## src/rtl/bist_ctrl.sv

```systemverilog
// Built-in self-test sequencer for one SRAM port: runs the enabled pattern generators
// back to back, compares read data after the macro latency and reports the first failure.
module bist_ctrl #(
  parameter int  ADDR_WIDTH   = 6,
  parameter int  DATA_WIDTH   = 8,
  parameter int  MASK_WIDTH   = 2,
  parameter int  NUM_PATTERNS = 3,
  parameter int  READ_LATENCY = 1,
  localparam int PAT_WIDTH    = (NUM_PATTERNS > 1) ? $clog2(NUM_PATTERNS) : 1
) (
  input  logic                               clk,
  input  logic                               rstb,
  input  logic                               start,
  input  logic [NUM_PATTERNS-1:0]            pattern_en,
  input  logic [ADDR_WIDTH-1:0]              user_addr,
  input  logic                               user_we,
  input  logic                               user_re,
  input  logic [DATA_WIDTH-1:0]              user_din,
  input  logic [MASK_WIDTH-1:0]              user_wmask,
  output logic [ADDR_WIDTH-1:0]              sram_addr,
  output logic                               sram_we,
  output logic                               sram_re,
  output logic [DATA_WIDTH-1:0]              sram_din,
  output logic [MASK_WIDTH-1:0]              sram_wmask,
  input  logic [DATA_WIDTH-1:0]              sram_dout,
  output logic                               pg_rst,
  output logic [NUM_PATTERNS-1:0]            pg_en,
  input  logic [NUM_PATTERNS*ADDR_WIDTH-1:0] pg_addr,
  input  logic [NUM_PATTERNS*DATA_WIDTH-1:0] pg_data,
  input  logic [NUM_PATTERNS*DATA_WIDTH-1:0] pg_check,
  input  logic [NUM_PATTERNS*MASK_WIDTH-1:0] pg_wmask,
  input  logic [NUM_PATTERNS-1:0]            pg_we,
  input  logic [NUM_PATTERNS-1:0]            pg_re,
  input  logic [NUM_PATTERNS-1:0]            pg_done,
  output logic                               busy,
  output logic                               done,
  output logic                               fail,
  output logic [PAT_WIDTH-1:0]               fail_pattern,
  output logic [ADDR_WIDTH-1:0]              fail_addr,
  output logic [7:0]                         fail_count
);

  localparam int CNT_WIDTH = (READ_LATENCY > 1) ? $clog2(READ_LATENCY) : 1;

  localparam logic [2:0] IDLE  = 3'd0;
  localparam logic [2:0] PGRST = 3'd1;
  localparam logic [2:0] RUN   = 3'd2;
  localparam logic [2:0] DRAIN = 3'd3;
  localparam logic [2:0] NEXT  = 3'd4;
  localparam logic [2:0] DONE  = 3'd5;

  logic [2:0]              state;
  logic [NUM_PATTERNS-1:0] en_lat;
  logic [PAT_WIDTH-1:0]    cur;
  logic                    rst_cnt;
  logic [CNT_WIDTH-1:0]    drain_cnt;

  logic [ADDR_WIDTH-1:0] gen_addr  [NUM_PATTERNS];
  logic [DATA_WIDTH-1:0] gen_data  [NUM_PATTERNS];
  logic [DATA_WIDTH-1:0] gen_check [NUM_PATTERNS];
  logic [MASK_WIDTH-1:0] gen_wmask [NUM_PATTERNS];

  for (genvar g = 0; g < NUM_PATTERNS; g++) begin : g_slice
    assign gen_addr[g]  = pg_addr[g*ADDR_WIDTH +: ADDR_WIDTH];
    assign gen_data[g]  = pg_data[g*DATA_WIDTH +: DATA_WIDTH];
    assign gen_check[g] = pg_check[g*DATA_WIDTH +: DATA_WIDTH];
    assign gen_wmask[g] = pg_wmask[g*MASK_WIDTH +: MASK_WIDTH];
  end

  logic [PAT_WIDTH-1:0] first_idx;
  logic [PAT_WIDTH-1:0] next_idx;
  logic                 next_found;

  // Lowest enabled index of the incoming request, and lowest latched index above cur.
  always_comb begin
    // NOTE: every output of a combinational block gets a default first, so no path can infer a latch.
    first_idx  = '0;
    next_idx   = '0;
    next_found = 1'b0;
    for (int i = NUM_PATTERNS - 1; i >= 0; i--) begin
      if (pattern_en[i]) first_idx = PAT_WIDTH'(i);
      if (en_lat[i] && (i > int'(cur))) begin
        next_idx   = PAT_WIDTH'(i);
        next_found = 1'b1;
      end
    end
  end

  logic start_ok;
  logic run_access;
  logic bist_re;

  assign start_ok   = start && ((state == IDLE) || (state == DONE));
  assign busy       = state inside {PGRST, RUN, DRAIN, NEXT};
  assign done       = (state == DONE);
  assign pg_rst     = (state == PGRST);
  assign run_access = (state == RUN) && !pg_done[cur];
  assign bist_re    = run_access && pg_re[cur];

  always_comb begin
    pg_en = '0;
    if (state == RUN) pg_en[cur] = 1'b1;
  end

  // While BIST owns the port, user strobes are simply dropped.
  always_comb begin
    if (busy) begin
      sram_addr  = gen_addr[cur];
      sram_din   = gen_data[cur];
      sram_wmask = gen_wmask[cur];
      sram_we    = run_access && pg_we[cur];
      sram_re    = bist_re;
    end else begin
      sram_addr  = user_addr;
      sram_din   = user_din;
      sram_wmask = user_wmask;
      sram_we    = user_we;
      sram_re    = user_re;
    end
  end

  logic                  pipe_valid [READ_LATENCY];
  logic [DATA_WIDTH-1:0] pipe_check [READ_LATENCY];
  logic [ADDR_WIDTH-1:0] pipe_addr  [READ_LATENCY];
  logic [PAT_WIDTH-1:0]  pipe_pat   [READ_LATENCY];

  always_ff @(posedge clk or negedge rstb) begin
    if (!rstb) begin
      for (int i = 0; i < READ_LATENCY; i++) pipe_valid[i] <= 1'b0;
    end else begin
      pipe_valid[0] <= bist_re;
      for (int i = 1; i < READ_LATENCY; i++) pipe_valid[i] <= pipe_valid[i-1];
    end
  end

  // NOTE: only the valid bits are reset; the payload is never looked at while invalid.
  always_ff @(posedge clk) begin
    pipe_check[0] <= gen_check[cur];
    pipe_addr[0]  <= gen_addr[cur];
    pipe_pat[0]   <= cur;
    for (int i = 1; i < READ_LATENCY; i++) begin
      pipe_check[i] <= pipe_check[i-1];
      pipe_addr[i]  <= pipe_addr[i-1];
      pipe_pat[i]   <= pipe_pat[i-1];
    end
  end

  logic cmp_mismatch;
  assign cmp_mismatch = pipe_valid[READ_LATENCY-1] &&
                        (sram_dout != pipe_check[READ_LATENCY-1]);

  always_ff @(posedge clk or negedge rstb) begin
    if (!rstb) begin
      state        <= IDLE;
      en_lat       <= '0;
      cur          <= '0;
      rst_cnt      <= 1'b0;
      drain_cnt    <= '0;
      fail         <= 1'b0;
      fail_pattern <= '0;
      fail_addr    <= '0;
      fail_count   <= '0;
    end else begin
      // NOTE: state registers use non-blocking assignments so every flop sees pre-edge values.
      case (state)
        IDLE, DONE: begin
          if (start) begin
            en_lat  <= pattern_en;
            cur     <= first_idx;
            rst_cnt <= 1'b0;
            state   <= (|pattern_en) ? PGRST : DONE;
          end
        end
        PGRST: begin
          if (rst_cnt) begin
            rst_cnt <= 1'b0;
            state   <= RUN;
          end else begin
            rst_cnt <= 1'b1;
          end
        end
        RUN: begin
          if (pg_done[cur]) begin
            drain_cnt <= '0;
            state     <= DRAIN;
          end
        end
        DRAIN: begin
          if (drain_cnt == CNT_WIDTH'(READ_LATENCY - 1)) state <= NEXT;
          else drain_cnt <= drain_cnt + 1'b1;
        end
        NEXT: begin
          if (next_found) begin
            cur     <= next_idx;
            rst_cnt <= 1'b0;
            state   <= PGRST;
          end else begin
            state   <= DONE;
          end
        end
        default: state <= IDLE;
      endcase

      if (start_ok) begin
        fail         <= 1'b0;
        fail_pattern <= '0;
        fail_addr    <= '0;
        fail_count   <= '0;
      end else if (cmp_mismatch) begin
        if (fail_count != 8'hFF) fail_count <= fail_count + 8'd1;
        if (!fail) begin
          fail         <= 1'b1;
          fail_pattern <= pipe_pat[READ_LATENCY-1];
          fail_addr    <= pipe_addr[READ_LATENCY-1];
        end
      end
    end
  end

endmodule
```

## config.mk

```make
export PLATFORM = sky130hd
export DESIGN_NAME = bist_ctrl
export DESIGN_NICKNAME = d
export VERILOG_FILES = /design/src/rtl/bist_ctrl.sv
export SDC_FILE = /design/constraint.sdc
export NUM_CORES = 1
export LEC_CHECK = 0
export BUFFER_PORTS_ARGS = -buffer_cell sky130_fd_sc_hd__buf_2
export CORE_UTILIZATION = 45
export CTS_BUF_LIST = sky130_fd_sc_hd__clkbuf_4 sky130_fd_sc_hd__clkbuf_8 sky130_fd_sc_hd__clkbuf_16
export DETAILED_ROUTE_END_ITERATION = 10
export PLACE_DENSITY = 0.83
export SETUP_SLACK_MARGIN = 0.3
export SLEW_MARGIN = 20
export SYNTH_ARGS = -nofsm -noshare
export SYNTH_HDL_FRONTEND = slang
export SYNTH_SLANG_ARGS = --single-unit
```

## constraint.sdc

```tcl
create_clock -name clk -period 3.6 [get_ports clk]
set_clock_uncertainty 0.05 [all_clocks]
set_input_delay 0.18 -clock clk [delete_from_list [all_inputs] [get_ports clk]]
set_output_delay 0.18 -clock clk [all_outputs]
set_load 0.05 [all_outputs]
```

==> summary.json, run 1 <==
{
  "commonest_non_fill_non_tap_cell_in_the_layout": {"value": "buf_2"},
  "netlist_instances": {"value": 306},
  "post_cts_buffers": {"value": 0},
  "detailed_place.area": {"value": 3330, "unit": "um2"},
  "holdCritPathClass": {"value": "in2reg"},
  "drc": {"value": 0},
  "gp_congestion": {"value": 0.859},
  "ctsHoldBuffers": {"value": 1},
  "chipWidth": {"value": 77, "unit": "um"},
  "cpMaxStageDelayCell": {"value": "dfrtp_1"},
  "tcrit_tclk_final": {"value": 0.708},
  "max_cap_viol_count": {"value": 0},
  "most_used_flip_flop_cell_after_synthesis": {"value": "dfrtp_1"},
  "vias_in_the_first_global_route": {"value": 2641},
  "synth_enable_flop_cells": {"value": 0},
  "floorplan.die_area": {"value": 5930, "unit": "um2"},
  "clkTransAtPathRegs": {"value": 0.08, "unit": "ns"},
  "worst_hold_slack": {"value": 0.0376, "unit": "ns"},
  "synthToLayoutAreaGrowth": {"value": 35.8, "unit": "%"},
  "rr_startpoint": {"value": "cur[1]"},
  "crit_type": {"value": "reg2out"},
  "critical-path-top-delay-family": {"value": "buffers and inverters"},
  "timing.critical_path.mode_cell": {"value": "nor2_1"},
  "worst_ir_drop_vdd": {"value": 0.928, "unit": "mV"},
  "timing.critical_path.slowest_cell_delay": {"value": 0.62, "unit": "ns"},
  "stdcell_area": {"value": 3440, "unit": "um2"},
  "ant_nets": {"value": 0},
  "placementRows": {"value": 26},
  "dr_total_vias": {"value": 2779},
  "rsz0062_at_grt": {"value": "false"},
  "clock_tree.root_cell": {"value": "clkbuf_8"},
  "post-place-cells": {"value": 514},
  "crit_chain": {"value": "nor2_1, xnor2_2, buf_4, nor2_1, a21oi_1, buf_2"},
  "cellPowerDensity": {"value": 928, "unit": "nW/um2"},
  "final_cell_mix": {"value": "buf_2 (153), a21oi_1 (37), nand2_1 (35), mux2i_1 (30)"},
  "global_route_overflow": {"value": 0},
  "grt_usage": {"value": 0.257},
  "ys_ff_latch": {"value": 42},
  "synthesis.nets": {"value": 420},
  "slew_headroom": {"value": 0.525},
  "worst_setup_path_startpoint": {"value": "state[1]"},
  "cts.repair.resized": {"value": 0},
  "achievable-frequency": {"value": 393, "unit": "MHz"},
  "critPathArrivalTime": {"value": 2.32, "unit": "ns"},
  "insertion_delay": {"value": 0.29, "unit": "ns"},
  "pin_count": {"value": 154},
  "vias_per_cell": {"value": 5.31},
  "port_buffers": {"value": 153},
  "nFillCells": {"value": 483},
  "hpwl": {"value": 5780, "unit": "um"},
  "setup-violations-final": {"value": 0},
  "synth.yosys.warnings": {"value": 0},
  "final_instance_count_without_filler_cells": {"value": 523},
  "syn_area": {"value": 2530, "unit": "um2"},
  "cts-buffers-inserted": {"value": 5},
  "wire_per_inst": {"value": 14.1, "unit": "um"},
  "finalWirelength": {"value": 7390, "unit": "um"},
  "antennaDiodeCount": {"value": 0},
  "tritoncts": {"value": "done"},
  "hold_viol_final": {"value": 0},
  "hp-start": {"value": "pg_check[10]"},
  "antenna_found_initial": {"value": 0},
  "period_needed": {"value": 2.55, "unit": "ns"},
  "yosysSeqAreaShare": {"value": 0.384},
  "syn_avg_cell_area": {"value": 8.27, "unit": "um2"},
  "synth_async_sr_flop_share": {"value": 0.619},
  "num-nets-final": {"value": 566},
  "slew_viol_final": {"value": 0},
  "cp-end-kind": {"value": "primary output"},
  "drt_pre_antenna_iters": {"value": 6},
  "worst_ep_required_time": {"value": 3.37, "unit": "ns"},
  "cp_max_fo": {"value": 22},
  "final_layout_size_suffix_gt1_frac": {"value": 0.391},
  "status": {"value": "completed"},
  "critPathBufInv": {"value": 2},
  "grt_start_max_net_pins": {"value": 34},
  "htree_num_levels": {"value": 2},
  "dieHeight": {"value": 77, "unit": "um"},
  "effective_utilization_at_floorplan": {"value": 0.480},
  "wire_length_of_the_first_global_routing_pass": {"value": 12100, "unit": "um"},
  "leakagePower": {"value": 0.00175, "unit": "uW"},
  "fin_setup_tns": {"value": 0, "unit": "ns"},
  "worst_pin_slew": {"value": 0.709, "unit": "ns"},
  "clk_path_buf_depth": {"value": 2},
  "core_footprint": {"value": 5270, "unit": "um2"},
  "synth_cell_type_count": {"value": 42},
  "dr.first_iter.drc_count": {"value": 115},
  "worstSetupStartpointType": {"value": "flip-flop"},
  "clock_tree_sinks": {"value": 42}
}
## tightest hold or removal path: cells and delay by family
family / cells / cell delay [ns]
buffers and inverters: 1 / 0.08
AO/OA/AOI/OAI: 1 / 0.05
AND/OR/NAND/NOR: 1 / 0.03
## final timing paths
kind	end	slack (ns)	cells past startpoint
setup / recovery	sram_din[1]	1.05	6
hold / removal	pipe_check[0][2]	0.04	3
setup reg to reg	state[2]	1.74	6
hold reg to reg	fail_addr[4]	0.38	2
max in group asynchronous	cur[1]	2.67	2
min in group asynchronous	fail_count[5]	0.39	2
## area by class of cell
type,count,area [um2],area share
clock inverter,1,5.00,0.00146
multi-input combinational,236,1440,0.419
sequential,42,972,0.283
timing repair buffer,159,813,0.237
clock buffer,7,90.1,0.0262
inverter,8,30.0,0.00874
tap,70,87.6,0.0255
## registers in the layout (all words and copies together), names as in the netlist
register      count
fail_count        8
pipe_check        8
fail_addr         6
pipe_addr         6
state             3
cur               2
en_lat            2
fail_pattern      2
pipe_pat          2
fail              1
pipe_valid        1
rst_cnt           1
## Yosys cell counts, types with 2 or more instances
cell | number | area share
dfxtp_1 | 16 | 0.13
clkbuf_1 | 10 | 0.015
o21ai_1 | 2 | 0.0040
o2bb2ai_1 | 2 | 0.0069
dfrtp_1 | 26 | 0.26
nor4_1 | 2 | 0.0049
mux2i_1 | 30 | 0.12
o31ai_1 | 2 | 0.0059
mux2_2 | 6 | 0.027
or4_1 | 2 | 0.0059
inv_1 | 8 | 0.012
o21ai_0 | 28 | 0.055
nand2b_1 | 5 | 0.012
nor2_1 | 28 | 0.042
a21oi_1 | 37 | 0.073
or3_1 | 2 | 0.0049
nand4_1 | 4 | 0.0099
nand2_1 | 35 | 0.052
buf_2 | 9 | 0.018
nor3_1 | 8 | 0.016
nand3_1 | 14 | 0.028
xnor2_1 | 8 | 0.028
nor3b_1 | 3 | 0.0089
## layer usage
metal | routed length (um) | track usage | part of all wire | vias to the layer above
met3 | 408 | 0.0631 | 0.055 | 18
met2 | 3800 | 0.450 | 0.51 | 112
met5 | 0 | 0 | 0 | -
met1 | 2990 | 0.298 | 0.40 | 1276
met4 | 189 | 0.109 | 0.026 | 0
li1 | - | - | - | 1373
## per-stage QoR
step | utilization | total power, uW | worst slack [ns]
2_1_floorplan | - | 2420 | 1.28
3_3_place_gp | 0.632 | 2850 | 1.37
3_5_place_dp | 0.632 | 2890 | 1.33
4_1_cts | 0.652 | 3210 | 0.996
5_1_grt | 0.652 | 3390 | 0.849
6_report | 0.652 | 3190 | 1.05
## kinds of logic (layout without fill, tap and decap cells)
kind of cell	Yosys count	in the layout	share of synthesized area
simple gates	109	109	0.205
compound gates	81	81	0.178
flops	42	42	0.384
mux	36	36	0.145
buf+inv	28	175	0.0489
xor+xnor	9	9	0.0341
fa+ha+maj	1	1	0.00494
## report_power, final
group / internal [uW] / switching, uW / total (uW)
Clock: 162 / 150 / 312
Combinational: 636 / 1500 / 2140
Sequential: 629 / 112 / 741
Power figures use the tool's default switching activity.
==> inputs of run 2 (changes only) <==
- CORE_UTILIZATION: 45 -> 44
- PLACE_DENSITY: 0.83 -> 0.81
- clock period: 3.6 -> 2.6 ns (I/O delays scaled with it)
==> summary.json, run 2 (synthesis gave the netlist of run 1 again) <==
{
  "pin_count": {"value": 154},
  "crit_type": {"value": "reg2out"},
  "htree_num_levels": {"value": 2},
  "holdCritPathClass": {"value": "in2reg"},
  "status": {"value": "completed"},
  "gp_congestion": {"value": 0.862},
  "grt_start_max_net_pins": {"value": 34},
  "clock_tree_sinks": {"value": 42},
  "wire_per_inst": {"value": 13.7, "unit": "um"},
  "slew_viol_final": {"value": 0},
  "dr.first_iter.drc_count": {"value": 54},
  "nFillCells": {"value": 487},
  "combinationalPowerShare": {"value": 0.670},
  "rsz0062_at_grt": {"value": "true"},
  "antenna_found_initial": {"value": 0},
  "critPathArrivalTime": {"value": 2.08, "unit": "ns"},
  "worst_pin_slew": {"value": 0.759, "unit": "ns"},
  "antennaDiodeCount": {"value": 0},
  "num-nets-final": {"value": 577},
  "insertion_delay": {"value": 0.30, "unit": "ns"},
  "worst_ir_drop_vdd": {"value": 1.14, "unit": "mV"},
  "achievable-frequency": {"value": 442, "unit": "MHz"},
  "ant_nets": {"value": 0},
  "cp_max_fo": {"value": 14},
  "placementRows": {"value": 27},
  "global_route_overflow": {"value": 0},
  "setup-violations-final": {"value": 0},
  "cts-buffers-inserted": {"value": 5},
  "power_frac_seq": {"value": 0.213},
  "largestRegisters": {"value": "fail_count: 8 flops, pipe_check: 8 flops"},
  "chipWidth": {"value": 77.8, "unit": "um"},
  "hpwl": {"value": 5570, "unit": "um"},
  "hold_viol_final": {"value": 0},
  "share_clk_of_total_power": {"value": 0.117},
  "synthToLayoutAreaGrowth": {"value": 42.0, "unit": "%"},
  "max_cap_viol_count": {"value": 0},
  "tcrit_tclk_final": {"value": 0.870},
  "wire_length_of_the_first_global_routing_pass": {"value": 11800, "unit": "um"},
  "vias_in_the_first_global_route": {"value": 2686},
  "commonest_non_fill_non_tap_cell_in_the_layout": {"value": "buf_2"},
  "tritoncts": {"value": "done"},
  "timing.final.ws_setup": {"value": 0.339, "unit": "ns"},
  "drc": {"value": 0},
  "slew_headroom": {"value": 0.494},
  "vias_per_cell": {"value": 5.30},
  "power.share.switching": {"value": 0.536},
  "total_switching_power": {"value": 2500, "unit": "uW"},
  "drt_pre_antenna_iters": {"value": 4},
  "leakagePower": {"value": 0.00181, "unit": "uW"},
  "final_layout_size_suffix_gt1_frac": {"value": 0.399},
  "cellPowerDensity": {"value": 1300, "unit": "nW/um2"},
  "final_cell_mix": {"value": "buf_2 (151), a21oi_1 (37), nand2_1 (35), mux2i_1 (30), o21ai_0 (28)"},
  "minimum_setup_slack_among_reg_to_reg_paths": {"value": 0.78, "unit": "ns"},
  "grt_usage": {"value": 0.247},
  "core_footprint": {"value": 5540, "unit": "um2"},
  "worst_ep_required_time": {"value": 2.42, "unit": "ns"},
  "fin_setup_tns": {"value": 0, "unit": "ns"},
  "dieHeight": {"value": 77.8, "unit": "um"},
  "floorplan.die_area": {"value": 6060, "unit": "um2"},
  "dr_total_vias": {"value": 2839},
  "worstSetupStartpointType": {"value": "flip-flop"},
  "clock_tree.root_cell": {"value": "clkbuf_8"},
  "period_needed": {"value": 2.26, "unit": "ns"},
  "effective_utilization_at_floorplan": {"value": 0.457},
  "clk_path_buf_depth": {"value": 2},
  "post-place-ws": {"value": 0.505, "unit": "ns"},
  "finalWirelength": {"value": 7360, "unit": "um"},
  "internal_power": {"value": 2160, "unit": "uW"},
  "clkTransAtPathRegs": {"value": 0.09, "unit": "ns"},
  "cp-end-kind": {"value": "primary output"},
  "port_buffers": {"value": 153}
}
[run 2: critical path, stage by stage, from the launching register on]
cell     delay, ns
dfrtp_2       0.45
buf_4         0.19
or3b_1        0.41
a21oi_1       0.18
o21ai_2       0.12
nor2_2        0.16
a21o_1        0.10
buf_4         0.19
[run 2: power groups by stage]
stage / logic [uW] / clock network (uW) / registers, uW
final: 3120 / 546 / 992
after global routing: 3340 / 579 / 1020
after CTS: 3120 / 552 / 987
after detailed placement: 3100 / 0 / 996
after global placement: 3020 / 0 / 982
after floorplan: 2250 / 0 / 1100
[run 2: layer usage]
layer | share of wire | global-route usage
met1 | 0.41 | 0.278
met2 | 0.51 | 0.451
met3 | 0.056 | 0.0447
met4 | 0.025 | 0.109
met5 | 0 | 0
[run 2: cell type report]
type                    instances  area, um2  area share
well taps                      72       90.1      0.0251
inverters                       8       30.0     0.00835
multi-input cells             236       1460       0.407
repair buffers                170        920       0.256
flip-flops and latches         42        973       0.271
clock inverters                 1       30.0     0.00835
clock buffers                   7       90.1      0.0251
[run 2: per-stage QoR]
stage | total power, uW | area [um2] | util | cells | hold WS, ns
after global placement | 4000 | 3360 | 0.607 | 520 | 0.108
after global routing | 4930 | 3590 | 0.649 | 536 | 0.0144
after CTS | 4660 | 3580 | 0.645 | 535 | 0.00581
after detailed placement | 4090 | 3380 | 0.609 | 520 | 0.112
final | 4660 | 3590 | 0.649 | 536 | 0.0164
after floorplan | 3350 | 2530 | - | 306 | -0.216
[run 2: path summary, 6_finish.rpt]
path,start,cells past startpoint,end
worst max-delay path,state[2],7,sram_re
worst min-delay path,pattern_en[1],3,en_lat[1]
worst max register to register,cur[1],6,state[2]
worst min register to register,pipe_pat[0][0],2,fail_pattern[0]
max in group asynchronous,rstb,2,state[2]
min in group asynchronous,rstb,2,fail_count[5]
[run 2: what timing repair did]
action,4_1_cts,5_1_grt
hold endpoints to repair,32,0
gates resized for setup,3,5
setup endpoints to repair,4,9
hold buffers,7,0
gates cloned,0,0
setup buffers,0,1
pin swaps,1,1
